===== src/rtl/uart_pkg.sv =====
// uart_pkg: shared UART receive types and frame constants
package uart_pkg;
  typedef enum logic [1:0] {IDLE, START, DATA, STOP} rx_state_e;
  localparam int OVERSAMPLE = 16;
  localparam int MID_SAMPLE = 7;
  localparam int DATA_BITS = 8;
endpackage


===== src/rtl/sync_fifo.sv =====
// sync_fifo: single-clock FIFO; a push while full is accepted only alongside a pop
module sync_fifo #(
  parameter int WIDTH = 8,
  parameter int DEPTH = 8
) (
  input  logic                     clk,
  input  logic                     rst_n,
  input  logic                     push,
  input  logic [WIDTH-1:0]         din,
  input  logic                     pop,
  output logic [WIDTH-1:0]         dout,
  output logic                     full,
  output logic                     empty,
  output logic [$clog2(DEPTH):0]   level
);
  localparam int AW = $clog2(DEPTH);
  logic [WIDTH-1:0] mem_q [DEPTH];
  logic [WIDTH-1:0] mem_d [DEPTH];
  logic [AW-1:0] wr_ptr_q, wr_ptr_d, rd_ptr_q, rd_ptr_d;
  logic [AW:0] level_q, level_d;
  logic wr, rd;
  always_comb begin
    full = level_q == (AW+1)'(DEPTH);
    empty = level_q == '0;
    rd = pop && !empty;
    wr = push && (!full || rd);
    mem_d = mem_q;
    if (wr) mem_d[wr_ptr_q] = din;
    wr_ptr_d = wr_ptr_q + AW'(wr);
    rd_ptr_d = rd_ptr_q + AW'(rd);
    level_d = level_q + (AW+1)'(wr) - (AW+1)'(rd);
    dout = mem_q[rd_ptr_q];
    level = level_q;
  end
  always_ff @(posedge clk or negedge rst_n) begin
    if (!rst_n) begin
      for (int i = 0; i < DEPTH; i++) mem_q[i] <= '0;
      wr_ptr_q <= '0;
      rd_ptr_q <= '0;
      level_q <= '0;
    end else begin
      mem_q <= mem_d;
      wr_ptr_q <= wr_ptr_d;
      rd_ptr_q <= rd_ptr_d;
      level_q <= level_d;
    end
  end
endmodule


===== src/rtl/uart_rx_frontend.sv =====
// uart_rx_frontend: 16x-oversampled 8N1 receiver feeding a byte FIFO with
// framing/overrun error pulses.
module uart_rx_frontend
  import uart_pkg::*;
#(
  parameter int FIFO_DEPTH = 8,
  parameter int DIV_W = 16,
  parameter int SYNC_STAGES = 2
) (
  input  logic                          clk,
  input  logic                          rst_n,
  input  logic                          enable,
  input  logic [DIV_W-1:0]              baud_div,
  input  logic                          rx_pad_i,
  output logic                          m_valid,
  input  logic                          m_ready,
  output logic [7:0]                    m_data,
  output logic [$clog2(FIFO_DEPTH):0]   fifo_level,
  output logic                          frame_err,
  output logic                          overrun_err
);
  logic [SYNC_STAGES-1:0] sync_q, sync_d;
  logic [DIV_W-1:0] tick_cnt_q, tick_cnt_d;
  rx_state_e state_q, state_d;
  logic [3:0] samp_q, samp_d;
  logic [2:0] bit_q, bit_d;
  logic [7:0] shreg_q, shreg_d;
  logic armed_q, armed_d, frame_err_q, frame_err_d, overrun_q, overrun_d;
  logic rx_s, tick, last, push, pop, full, empty;
  always_comb begin
    sync_d = {sync_q[SYNC_STAGES-2:0], rx_pad_i};
    rx_s = sync_q[SYNC_STAGES-1];
    tick = state_q != IDLE && tick_cnt_q == baud_div;
    tick_cnt_d = (state_q == IDLE || tick) ? '0 : tick_cnt_q + DIV_W'(1);
    last = samp_q == 4'(OVERSAMPLE-1);
    state_d = state_q;
    samp_d = tick ? samp_q + 4'd1 : samp_q;
    bit_d = bit_q;
    shreg_d = shreg_q;
    // After a bad stop bit the line must go idle before a new start is accepted
    armed_d = armed_q | rx_s;
    push = 1'b0;
    frame_err_d = 1'b0;
    case (state_q)
      IDLE: if (!rx_s && armed_q) begin
        state_d = START;
        samp_d = '0;
      end
      START: if (tick && samp_q == 4'(MID_SAMPLE)) begin
        state_d = rx_s ? IDLE : DATA;
        samp_d = '0;
        bit_d = '0;
      end
      DATA: if (tick && last) begin
        shreg_d[bit_q] = rx_s;
        bit_d = bit_q + 3'd1;
        state_d = bit_q == 3'(DATA_BITS-1) ? STOP : DATA;
      end
      STOP: if (tick && last) begin
        push = rx_s;
        frame_err_d = !rx_s;
        armed_d = rx_s;
        state_d = IDLE;
      end
    endcase
    if (!enable) begin
      state_d = IDLE;
      push = 1'b0;
      frame_err_d = 1'b0;
    end
    m_valid = !empty;
    pop = m_valid && m_ready;
    overrun_d = push && full && !pop;
    frame_err = frame_err_q;
    overrun_err = overrun_q;
  end
  always_ff @(posedge clk or negedge rst_n) begin
    if (!rst_n) begin
      sync_q <= '1;
      tick_cnt_q <= '0;
      state_q <= IDLE;
      samp_q <= '0;
      bit_q <= '0;
      shreg_q <= '0;
      armed_q <= 1'b1;
      frame_err_q <= 1'b0;
      overrun_q <= 1'b0;
    end else begin
      sync_q <= sync_d;
      tick_cnt_q <= tick_cnt_d;
      state_q <= state_d;
      samp_q <= samp_d;
      bit_q <= bit_d;
      shreg_q <= shreg_d;
      armed_q <= armed_d;
      frame_err_q <= frame_err_d;
      overrun_q <= overrun_d;
    end
  end
  sync_fifo #(.WIDTH(8), .DEPTH(FIFO_DEPTH)) u_fifo (
    .clk   (clk),
    .rst_n (rst_n),
    .push  (push),
    .din   (shreg_q),
    .pop   (pop),
    .dout  (m_data),
    .full  (full),
    .empty (empty),
    .level (fifo_level)
  );
endmodule


===== config.mk =====
export PLATFORM = sky130hd
export DESIGN_NAME = uart_rx_frontend
export DESIGN_NICKNAME = d
export VERILOG_FILES = /design/src/rtl/uart_pkg.sv /design/src/rtl/sync_fifo.sv /design/src/rtl/uart_rx_frontend.sv
export SDC_FILE = /design/constraint.sdc
export NUM_CORES = 1
export LEC_CHECK = 0
export CORE_AREA = 2 2 106 108
export CTS_CLUSTER_SIZE = 25
export DETAILED_ROUTE_END_ITERATION = 6
export DIE_AREA = 0 0 108 110
export PLACE_DENSITY = 0.76
export SYNTH_ARGS = -nofsm -noshare
export SYNTH_HDL_FRONTEND = slang
export SYNTH_SLANG_ARGS = --single-unit

===== constraint.sdc =====
create_clock -name clk -period 2.3 [get_ports clk]
set_input_delay 0.46 -clock clk [delete_from_list [all_inputs] [get_ports clk]]
set_output_delay 0.46 -clock clk [all_outputs]
set_load 0.05 [all_outputs]

Word level (Yosys, flattened, before mapping)

Cells that the tools add are included.
Widths: inputs -> output; s select.

Memories kept: 0
Bits in writable memories: 0
Input bits: 21
Output and inout bits: 15
Bits in latches: 0
ROM bits: 0
Flip-flop bits (word level): 112
Logic and storage cells: 106

Reductions and logical operators: 24
Divide/modulo/power cells: 0
Order comparisons: 5
Multiplexer cells: 33
Multipliers: 0
Shift-type cells: 0
Add/subtract/negate cells: 7
Equality and inequality tests: 14
Bitwise logic cells: 3

Operators with widths:

| operator              | count |
|---|---|
| $bwmux 64             | 1 |
| $bmux 8 s3            | 1 |
| $demux 8 s3           | 1 |
| $mux 8                | 3 |
| $add 16x1->16 const B | 1 |
| $eq 16x16->1          | 1 |
| $mux 16               | 1 |
| $mux 2                | 6 |
| $mux 4                | 3 |
| $logic_and 1x1->1     | 11 |
| $mux 1                | 10 |
| $ne 3x3->1 const B    | 3 |
| $bwmux 8              | 1 |
| $eq 4x4->1 const B    | 2 |
| $ge 4x4->1 const B    | 2 |
| $not 3->4             | 2 |
| $pmux 2 s4            | 1 |
| $pmux 4 s2            | 1 |
| $add 3x1->3           | 2 |
| $mux 3                | 2 |
| $pmux 3 s2            | 1 |
| $add 4x1->4           | 1 |
| $add 4x1->4 const B   | 1 |
| $eq 2x2->1 const B    | 2 |
| 20 further kinds      | 26 |

Logic depth before layout (Yosys ltp)

Gate-level depths: netlist (run 1).

Word-level depth: 9
Mapped depth: 11
Gate-level depth less buffers: 10

Modules after synthesis

Synthesis (run 1) repeated with hierarchy kept, for this count alone.

Cells, all modules: 437
Area total of the unflattened synthesis: 5610.4 sq um

Modules (own cells, without submodules):

| module           | cells an instance | area each (sq um) | instances |
|---|---|---|---|
| sync_fifo        | 216               | 3478.3            | 1 |
| uart_rx_frontend | 221               | 2132.0            | 1 |

Worst setup path before layout (run 1)

No wires, ideal clock.

Kind: register -> register
Start point: register u_fifo.level_q[2], in the netlist u_fifo.level[2]
End point: register u_fifo.level_q[2], in the netlist u_fifo.level[2]
Buffers on the path: 0
Arrival time: 2.462 ns
Period minus slack after synthesis: 2.584 ns
Slack: -0.284 ns
Stages on the path, launching flop included: 10
Cells stage by stage: dfrtp_1 inv_1 ha_1 nand2_1 and2_1 ha_1 inv_1 ha_1 fa_1 xor2_1

Longest elaborated chain between the ends: 8
Elaborated cells on any way between the ends: 10
Classes of those cells: add/sub (2); eq/ne (1); reduce/logical (7)

RTL lines:

| what                   | line                   | source |
|---|---|---|
| start, declared        | sync_fifo.sv:20        | `logic [AW:0] level_q, level_d;` |
| start signal, assigned | sync_fifo.sv:45        | `level_q <= level_d;` |
| $logic_not 4->1 (*)    | sync_fifo.sv:24        | `empty = level_q == '0;` |
| $logic_not 1->1 (*)    | uart_rx_frontend.sv:71 | `m_valid = !empty;` |
| via m_valid            | uart_rx_frontend.sv:15 | `output logic m_valid,` |
| $logic_and 1x1->1      | uart_rx_frontend.sv:72 | `pop = m_valid && m_ready;` |
| $logic_and 1x1->1 (*)  | sync_fifo.sv:25        | `rd = pop && !empty;` |
| $logic_or 1x1->1       | sync_fifo.sv:26        | `wr = push && (!full \|\| rd);` |
| $logic_and 1x1->1      | sync_fifo.sv:26        |  |
| $add 4x1->4            | sync_fifo.sv:31        | `level_d = level_q + (AW+1)'(wr) - (AW+1)'(rd);` |
| $sub 4x1->4 (*)        | sync_fifo.sv:31        |  |
| via u_fifo.level_d[2]  | sync_fifo.sv:20        |  |

The timed path passes the listed nets; every way through them passes the cells marked *.
A chain may end at the register's enable or synchronous reset.

Final worst setup path (run 1)

Start point: register u_fifo.rd_ptr_q[0]
End point: output port m_data[6]

Longest elaborated chain between the ends: 4

RTL lines:

| what                                      | line                   | source |
|---|---|---|
| start, declared                           | sync_fifo.sv:19        | `logic [AW-1:0] wr_ptr_q, wr_ptr_d, rd_ptr_q, rd_ptr_d;` |
| start signal, assigned                    | sync_fifo.sv:44        | `rd_ptr_q <= rd_ptr_d;` |
| $not 3->4 (implied by the code)           | sync_fifo.sv:32        | `dout = mem_q[rd_ptr_q];` |
| $bmux 8 s3                                | sync_fifo.sv:32        |  |
| $mux 8 (implied by the code) (2 in a row) | sync_fifo.sv:32        |  |
| end, declared                             | uart_rx_frontend.sv:17 | `output logic [7:0] m_data,` |

No other way between the ends. The select of a mux whose other input is x is not followed.

==> results_dict.tcl, run 1 <==
set metrics [dict create \
    synth-seq-area-share_pct 49.9 \
    first_pass_iters 4 \
    cp_max_fo 8 \
    cts_tree "built" \
    combPwrFrac_pct 25.0 \
    intPower_mw 2.97 \
    critical_path_class "register to output pin" \
    outcome "complete, but fails checks" \
    die_w_um 108 \
    reg2reg_depth 7 \
    dp_hpwl_um 7720 \
    setup_viol 8 \
    vias 3482 \
    end_kind "output pin" \
    p_sw_share_pct 31.6 \
    hold_viol 0 \
    post_synth.cell_area_avg_um2 13.4 \
    seqPwrFrac_pct 49.9 \
    period_minus_slack_ns 2.43 \
    hold_depth 0 \
    synth_compound_area_share_pct 2.43 \
    holdPathEnd "sync_q[1]" \
    root_buffer "clkbuf_8" \
    rsz0062_at_grt "yes" \
    numPortBuffers 35 \
    async_flop_share_pct 100 \
    synth_ff_type "dfrtp_1" \
    crit_arrival_ns 1.97 \
    fin_nets 523 \
    yosysUniqueCellTypes 49 \
    startpoint_type "register" \
    num-fill-cells 835 \
    numCtsBuffers 9 \
    p_leak_nw 3.15 \
    ant_nets 0 \
    slowest_delay_ns 0.50 \
    vias_per_cell 5.51 \
    path_cells "clkbuf_16 > mux4_2 > mux2_4 > buf_8" \
    synth-simple-area-share_pct 11.0 \
    clkPwrFrac_pct 25.2 \
    crit_buf_inv 2 \
    grtUsageTotal_pct 20.8 \
    place.gp.congestion 0.805 \
    drc 0 \
    synth_top_area_share_pct 48.5 \
    cts_buffer_depth 2 \
    min-delay-start "sync_q[0]" \
    final_cell_area_mm2 0.00665 \
    netlist_top_cells_area "dfrtp_1, mux2_2, mux2_4" \
    worst_ep_required_time_ns 1.84 \
    synth_mux_area_share_pct 24.4 \
    insertion_delay_ns 0.39 \
    synth_top_family_by_area "multiplexers" \
    die_y_um 110 \
    wl_um 11100 \
    drt_iter0_drc 87 \
    cp.depth 4 \
    r2r_setup_slack_ns 0.04 \
    antenna_found_initial 0 \
    syn-num-nets 454 \
    drv_slew 0 \
    yosys.area.top_type "dfrtp_1" \
    coreArea_mm2 0.0107 \
    r2r-end "u_fifo.mem_q[4]" \
    worst_slew_pin_slew_ns 0.569 \
    slowest_stage "mux4_2" \
    grt_pass1_wl_um 18500 \
    vdd.ir_drop.worst_v 0.000542 \
    yosysWarnings 0 \
    max_freq_mhz 412 \
    worst_slack_ns -0.128 \
    power_density_mw_per_mm2 654 \
    syn-instance-count 418 \
    setup_tns_ns -0.945 \
    diodes 0 \
    max_cap_viol_count 0 \
    start_util_pct 52.5 \
    grt_pass1_vias 3650 \
    dp_slack_ns -0.388 \
    synth-edff-count 0 \
    synth_area_mm2 0.00562 \
    clkSlewWorstSetupHoldPaths_ns 0.10 \
    die-area_mm2 0.0119 \
    total_power_mw 4.34 \
    htree_num_levels 3 \
    synthAdderAreaFrac_pct 3.47 \
    finalCritPeriodShare_pct 106 \
    p_sw_mw 1.37 \
    wl_per_cell_um 17.6 \
    hold_path.class "register to register" \
    r2r_start "tick_cnt_q[2]" \
    relSlewSlack_pct 62.1 \
    post_dp_cell_area_mm2 0.00626 \
    grt_max_degree 68 \
    violations "setup timing" \
    ios 36 \
    skew_ns 0.00787 \
    cts_sinks 112 \
    ys_ff_latch 112 \
    drive_gt1_share_pct 38.2 \
    grt_overflow_total 0 \
    rows 38 \
    cpLargestDelayFamily "multiplexers" \
    synthXorXnorAreaFrac_pct 5.30 \
    syn2layout_area_growth_pct 18.2 \
]
Yosys cell counts, types with 2 or more instances:
library cell and number:
dfrtp_1 109, mux2_2 52, nor2_1 30, xnor2_1 25, mux2_4 24, nand2_1 17, mux4_2 16, ha_1 14
inv_1 13, nand3_1 12, nand4_1 12, nor3_1 10, xor2_1 9, clkbuf_1 5, and2_1 4, mux2_1 4
nand3_2 4, o21ai_0 4, a21oi_1 3, a32o_1 3, and4_4 3, buf_12 3, buf_2 3, buf_4 3
dfstp_2 3, a21o_1 2, a22o_1 2, a31o_2 2, and4_1 2, mux2i_1 2, nand2b_1 2, nand4b_1 2
nor2b_1 2, nor3b_1 2
flip-flops by register name, summed over array words and instances, names as in the netlist, 2 cells and up:
signal / count
u_fifo.mem_q: 64
tick_cnt_q: 16
shreg_q: 8
samp_q: 4
u_fifo.level: 4
bit_q: 3
u_fifo.rd_ptr_q: 3
u_fifo.wr_ptr_q: 3
state_q: 2
sync_q: 2
per-stage QoR:
step	utilization [%]	instances	hold slack (ns)
final	62.1	632	0.365
after floorplan	-	418	0.164
after global placement	58.6	605	0.348
after CTS	61.0	624	0.366
after detailed placement	58.6	605	0.351
after global routing	62.1	632	0.369
worst max path at each step:
stage,slack (ns),start,to
global placement,-0.36,baud_div[4],u_fifo.mem_q[14]
finish,-0.13,u_fifo.rd_ptr_q[0],m_data[6]
global route,-0.20,u_fifo.rd_ptr_q[0],m_data[6]
detailed placement,-0.39,baud_div[4],u_fifo.level[1]
CTS,-0.20,u_fifo.rd_ptr_q[0],m_data[5]
floorplan,-0.02,baud_div[4],u_fifo.level[1]
layout make-up:
type	instances	area [um^2]	share of cell area, %
clock buffers	9	124	1.86
flip-flops and latches	112	2820	42.4
repair buffers	75	758	11.4
clock inverters	7	53.8	0.809
well taps	140	175	2.64
inverters	13	48.8	0.734
multi-input cells	276	2670	40.2
layer usage:
layer  wire length (um)  global-route usage, %  vias up
met5                  0                      0        -
met2               5580                   34.5       58
met3                334                   4.35        9
li1                   -                      -     1647
met4                133                   8.88        0
met1               5060                   26.5     1768
layout by cell type (no fill, tap or decap), types with 6 or more instances in the layout:
cell and n:
nand3_1 12, buf_6 6, clkdlybuf4s50_1 18, nor2_1 29
dfrtp_2 8, xor2_1 9, ha_1 13, mux4_2 16
nand2_1 16, mux2_2 49, mux2_4 27, clkbuf_8 9
buf_4 34, nand4_1 12, dfrtp_1 101, xnor2_1 23
dlymetal6s2s_1 7, inv_1 13, nor3_1 10
repair_timing:
action | in CTS | in global routing
gates cloned | 1 | 1
hold buffers | 1 | 0
resized for setup | 12 | 22
buffers inserted | 1 | 7
pin swaps | 0 | 2
setup endpoints to repair | 8 | 47
endpoints found under the hold margin | 17 | 0
kinds of logic (layout without fill, tap and decap cells):
| family | count (synthesis) | in the layout |
|---|---|---|
| AO/OA/AOI/OAI | 19 | 19 |
| XOR/XNOR | 34 | 34 |
| adder cells (fa/ha/maj) | 15 | 15 |
| buffers and inverters | 30 | 104 |
| flip-flops | 112 | 112 |
| multiplexers | 98 | 98 |
| AND/OR/NAND/NOR | 110 | 110 |
power by group through the flow:
stage	clock, mW	combinational, mW	sequential (mW)
finish	1.09	1.08	2.17
global route	1.20	1.18	2.18
CTS	1.14	1.11	2.17
detailed placement	0	1.04	2.19
global placement	0	1.01	2.19
floorplan	0	0.566	2.26
No activity file was read; power rests on OpenSTA's default activity.
==> run 2, diff against run 1 <==
--- a/config.mk
+++ b/config.mk
@@ -5,11 +5,12 @@
 export SDC_FILE = /design/constraint.sdc
 export NUM_CORES = 1
 export LEC_CHECK = 0
-export CORE_AREA = 2 2 106 108
+export CORE_AREA = 2 2 105 107
 export CTS_CLUSTER_SIZE = 25
 export DETAILED_ROUTE_END_ITERATION = 6
-export DIE_AREA = 0 0 108 110
-export PLACE_DENSITY = 0.76
+export DIE_AREA = 0 0 107 109
+export PLACE_DENSITY = 0.77
 export SYNTH_ARGS = -nofsm -noshare
 export SYNTH_HDL_FRONTEND = slang
+export SYNTH_HIERARCHICAL = 1
 export SYNTH_SLANG_ARGS = --single-unit
==> run 2 against run 1 <==
Against the previous run:
- fmax shrank 8.6%
- the flow still finishes with violations (setup timing)
- combinational power grew 14%
- via count grew 7.3%
- design area grew 7.0%
- synthesized area shrank 0.20%
==> results_dict.tcl, run 2 <==
set metrics [dict create \
    yosysUniqueCellTypes 51 \
    r2r_start "tick_cnt_q[11]" \
    htree_num_levels 3 \
    synth-edff-count 0 \
    vias 3737 \
    end_kind "register" \
    drive_gt1_share_pct 39.7 \
    dp_slack_ns -0.950 \
    synth_top_area_share_pct 48.6 \
    post_synth.cell_area_avg_um2 12.8 \
    vias_per_cell 5.59 \
    async_flop_share_pct 100 \
    holdWs_ns 0.0776 \
    layout_common_cells "dfrtp_1, buf_4, mux2_2" \
    drv_slew 0 \
    grtUsageTotal_pct 22.6 \
    grt_pass1_wl_um 20200 \
    numPortBuffers 35 \
    die-area_mm2 0.0117 \
    synthTopCellsByCount "dfrtp_1, mux2_2, nor2_1, xor2_1" \
    numCtsBuffers 9 \
    yosysMostFrequentCell "dfrtp_1" \
    die_y_um 109 \
    cts_tree "built" \
    r2r_setup_slack_ns -0.34 \
    ys_ff_latch 112 \
    startpoint_type "primary input" \
    setup_viol 76 \
    netlist_top_cells_area "dfrtp_1, mux2_2, mux4_2" \
    synth_area_mm2 0.00561 \
    rsz0062_at_grt "yes" \
    violations "setup timing" \
    clkSlewWorstSetupHoldPaths_ns 0.10 \
    antenna_found_initial 0 \
    drc 0 \
    dp_hpwl_um 8070 \
    syn-instance-count 437 \
    wl_um 11900 \
    critical_path_class "primary input to register" \
    yosys.area.top_type "dfrtp_1" \
    yosysWarnings 6 \
    period_minus_slack_ns 2.66 \
    synth_ff_type "dfrtp_1" \
    regMostFlops "u_fifo/mem_q" \
    crit_arrival_ns 2.92 \
    hold_path.class "primary input to async pin" \
    grt_max_degree 45 \
    start_util_pct 52.9 \
    largest_reg_flops 64 \
    syn-num-nets 473 \
    diodes 0 \
    root_buffer "clkbuf_8" \
    drt_iter0_drc 111 \
    skew_ns 0.0137 \
    grt_overflow_total 0 \
    r2r-end "u_fifo/mem_q[37]" \
    rows 38 \
    power_density_mw_per_mm2 623 \
    fin_nets 562 \
    reg2reg_depth 12 \
    final_common_cell "dfrtp_1" \
    finalCritPeriodShare_pct 115 \
    ios 36 \
    max_cap_viol_count 0 \
    relSlewSlack_pct 60.4 \
    ant_nets 0 \
    seqCellArea_mm2 0.00281 \
    coreArea_mm2 0.0106 \
    vdd.ir_drop.worst_v 0.000424 \
    place.gp.congestion 0.836 \
    reg_top3 "u_fifo/mem_q x64, tick_cnt_q x16, shreg_q x8" \
    cts_buffer_depth 2 \
    multi_input_area_mm2 0.00295 \
    worst_slew_pin_slew_ns 0.595 \
    hold_viol 0 \
    die_w_um 107 \
    max_freq_mhz 376 \
    outcome "complete, but fails checks" \
    syn2layout_area_growth_pct 26.8 \
    first_pass_iters 4 \
    num-fill-cells 732 \
    synth-seq-area-share_pct 50.0 \
    insertion_delay_ns 0.38 \
    ctsHoldBuffers 0 \
    cts_sinks 112 \
    p_leak_nw 3.36 \
    worst_slack_ns -0.356 \
    worst_ep_required_time_ns 2.56 \
    cp_max_fo 8 \
    grt_pass1_vias 4079 \
    wl_per_cell_um 17.8 \
]
## run 2: changes by cell type after synthesis, moves of 6 or more
cell,previous run,this run
xnor2_1,25,9
nor3_1,10,4
xor2_1,9,25
mux2_2,52,72
buf_2,3,9
mux2_4,24,0
a21oi_1,3,11
## run 2: what timing repair did
item / 4_1_cts / 5_1_grt
pin swaps: 6 / 3
cloned: 2 / 0
setup endpoints to repair: 77 / 105
gates resized for setup: 51 / 26
endpoints found under the hold margin: 0 / 0
buffers inserted: 13 / 4
## run 2: critical path: stages
cell and delay (ns):
clkdlybuf4s50_1 0.44, xor2_1 0.18, nor4_2 0.26, and4_4 0.29, nand2_4 0.06, nor3_4 0.18
buf_4 0.15, buf_6 0.09, nand3_4 0.10, a211oi_4 0.24, buf_12 0.18, mux2_4 0.30
## run 2: how the worst max path moves through the flow
stage	start	cells past startpoint	slack, ns	to
5_1_grt	tick_cnt_q[8]	12	-0.52	u_fifo/level[2]
6_report	baud_div[15]	12	-0.36	u_fifo/mem_q[37]
3_3_place_gp	baud_div[8]	13	-0.94	u_fifo/level[2]
4_1_cts	tick_cnt_q[11]	11	-0.34	u_fifo/level[2]
2_1_floorplan	baud_div[4]	12	-0.39	u_fifo/level[2]
3_5_place_dp	baud_div[4]	12	-0.95	u_fifo/level[2]
## run 2: cell type report
class	count	share of cell area (%)
well taps	140	2.46
repair buffers	97	13.5
clock inverters	4	0.457
multi-input cells	291	41.5
flip-flops and latches	112	39.5
inverters	15	0.792
clock buffers	10	1.79
## run 2: through the flow
stage	utilization [%]	power, mW	cell area [um^2]	setup TNS, ns	std cells
after CTS	66.9	4.62	7090	-19.65	671
after global routing	67.1	4.69	7110	-29.58	669
final	67.1	4.43	7110	-19.64	669
after global placement	62.1	3.29	6580	-68.14	642
after detailed placement	62.1	3.33	6580	-67.24	642
after floorplan	-	2.89	5710	-16.62	437
## run 2: kinds of logic after synthesis
| group | share of synthesized area [%] |
|---|---|
| buffers and inverters | 2.61 |
| flip-flops | 50.0 |
| AO/OA/AOI/OAI | 5.26 |
| multiplexers | 22.5 |
| AND/OR/NAND/NOR | 10.8 |
| adder cells (fa/ha/maj) | 3.48 |
| XOR/XNOR | 5.31 |
## run 2: where the power goes
part           internal (mW)  switching [mW]  leakage, nW
registers               2.05           0.125         1.53
logic                  0.588           0.641         1.76
clock network          0.389           0.640       0.0748
## run 2: layer usage
layer / vias to the layer above / wire length, um / GRT usage, %
met5: - / 0 / 0
met4: 0 / 93 / 5.75
li1: 1752 / - / -
met2: 60 / 6270 / 40.8
met1: 1917 / 5180 / 27.8
met3: 8 / 353 / 4.60
==> run 3, diff against run 2 <==
--- a/config.mk
+++ b/config.mk
@@ -14,3 +14,4 @@
 export SYNTH_HDL_FRONTEND = slang
 export SYNTH_HIERARCHICAL = 1
 export SYNTH_SLANG_ARGS = --single-unit
+export TNS_END_PERCENT = 30
==> run 3 against run 2 <==
Against the previous run:
- the run still ends with setup timing left
- utilization up 2.3 points
- flip-flop and latch count is the same
- worst hold slack improved by 0.28 ns
- via count increased by 2.7%
- global-route usage increased by 0.18 points
- critical endpoint is now u_fifo/mem_q[22]
- largest power group unchanged
==> results_dict.tcl, run 3 (synthesized netlist as in run 2, its figures left out) <==
set metrics [dict create \
    outcome "complete, but fails checks" \
    violations "setup timing" \
    combPwrFrac_pct 26.8 \
    grt_pass1_vias 4077 \
    coreArea_mm2 0.0106 \
    diodes 0 \
    layout_common_cells "dfrtp_1, buf_4, mux2_2" \
    die_w_um 107 \
    antenna_found_initial 0 \
    final_common_cell "dfrtp_1" \
    dp_hpwl_um 8300 \
    vdd.ir_drop.worst_v 0.000510 \
    relSlewSlack_pct 63.0 \
    cpLargestDelayFamily "simple AND/OR/NAND/NOR gates" \
    worst_slew_pin_slew_ns 0.555 \
    critical_path_class "register to register" \
    ios 36 \
    final_util_pct 69.4 \
    die-area_mm2 0.0117 \
    hold_path.class "register to register" \
    cts_tree "built" \
    worst_slack_ns -0.489 \
    reg_top3 "u_fifo/mem_q x64, tick_cnt_q x16, shreg_q x8" \
    end_kind "register" \
    seqPwrFrac_pct 45.6 \
    worst_ep_required_time_ns 2.56 \
    root_buffer "clkbuf_8" \
    vias_per_cell 5.65 \
    intPower_mw 3.24 \
    grt_pass1_wl_um 20400 \
    stdcell_count 679 \
    wl_um 12800 \
    start_util_pct 52.9 \
    startpoint_type "register" \
    hold_viol 0 \
    post-place-cells 646 \
    ant_nets 0 \
    insertion_delay_ns 0.38 \
    htree_num_levels 3 \
    skew_ns 0.0125 \
    p_sw_mw 1.47 \
    numPortBuffers 35 \
    slowest_stage "dfrtp_1" \
    setup_tns_ns -28.97 \
    finalCritPeriodShare_pct 121 \
    p_leak_nw 3.48 \
    grt_max_degree 71 \
    path_cells "xor2_1 > nor4_2 > buf_4 > and4_4 > nand2_4 > nor3_4 > nand2_1 > a2111oi_4 > buf_6 > mux2_1" \
    grt_overflow_total 0 \
    crit_buf_inv 2 \
    rsz0062_at_grt "yes" \
    wl_per_cell_um 18.8 \
    drt_iter0_drc 217 \
    power_density_mw_per_mm2 640 \
    cts_sinks 112 \
    multi_input_area_mm2 0.00305 \
    crit_arrival_ns 3.05 \
    drc 0 \
    largest_reg_flops 64 \
    p_sw_share_pct 31.2 \
    drv_slew 0 \
    clkPwrFrac_pct 27.6 \
    syn2layout_area_growth_pct 31.2 \
    num-fill-cells 698 \
    die_y_um 109 \
    vias 3839 \
    cp_max_fo 6 \
    setup_viol 91 \
    first_pass_iters 4 \
    clkSlewWorstSetupHoldPaths_ns 0.10 \
    regMostFlops "u_fifo/mem_q" \
    slowest_delay_ns 0.42 \
    max_freq_mhz 359 \
    grtUsageTotal_pct 22.7 \
    seqCellArea_mm2 0.00281 \
    period_minus_slack_ns 2.79 \
    drive_gt1_share_pct 43.2 \
    cts_buffer_depth 2 \
    place.gp.congestion 0.887 \
    numCtsBuffers 9 \
    fin_nets 570 \
    max_cap_viol_count 0 \
    rows 38 \
]
## run 3: cell count changes in the layout (fill, tap and decap cells not counted), sizes merged
cell,before,now
buf,72,78
bufinv,0,2
clkinv,1,2
dlygate4sd2,11,8
dlygate4sd3,0,1
dlymetal6s2s,1,4
## run 3: power groups by stage
stage,sequential [mW],clock [mW],combinational (mW)
3_3_place_gp,2.18,0,1.12
3_5_place_dp,2.18,0,1.16
6_report,2.15,1.30,1.26
2_1_floorplan,2.26,0,0.612
5_1_grt,2.16,1.40,1.38
4_1_cts,2.15,1.32,1.22
## run 3: worst paths after layout
check | start | to | slack [ns] | cells after the start
max | tick_cnt_q[0] | u_fifo/mem_q[22] | -0.49 | 10
min | sync_q[0] | sync_q[1] | 0.36 | 0
max reg2reg | tick_cnt_q[0] | u_fifo/mem_q[22] | -0.49 | 10
min reg2reg | sync_q[0] | sync_q[1] | 0.36 | 0
max in group asynchronous | rst_n | armed_q | 1.05 | 3
min in group asynchronous | rst_n | u_fifo/level[1] | 0.54 | 2
## run 3: what timing repair did
item | 4_1_cts | 5_1_grt
pin swaps | 25 | 11
resized for setup | 48 | 56
endpoints found under the hold margin | 23 | 0
hold buffers | 1 | 0
endpoints found under the setup margin | 81 | 110
setup buffers | 17 | 9
gates cloned | 0 | 1
## run 3: final cells by class
type	count	area share, %
Multi-Input combinational cell	291	41.4
Sequential cell	112	38.2
Timing Repair Buffer	105	14.3
Tap cell	140	2.38
Clock buffer	9	1.68
Clock inverter	7	1.28
Inverter	15	0.765
## run 3: per-stage QoR
stage	area, um^2	hold WS (ns)	setup WS, ns	power, mW
5_1_grt	7360	0.372	-0.621	4.93
3_5_place_dp	6560	0.347	-0.960	3.34
3_3_place_gp	6560	0.346	-0.883	3.30
4_1_cts	7090	0.362	-0.428	4.69
2_1_floorplan	5660	0.164	-0.395	2.87
6_report	7360	0.362	-0.489	4.71
## run 3: metal layers
layer  up-vias  wire [um]  global-route usage [%]
met2        79       6770                    40.1
met3        12        433                    3.77
li1       1777          -                       -
met1      1971       5420                    28.8
met4         0        158                    7.24
met5         -          0                       0
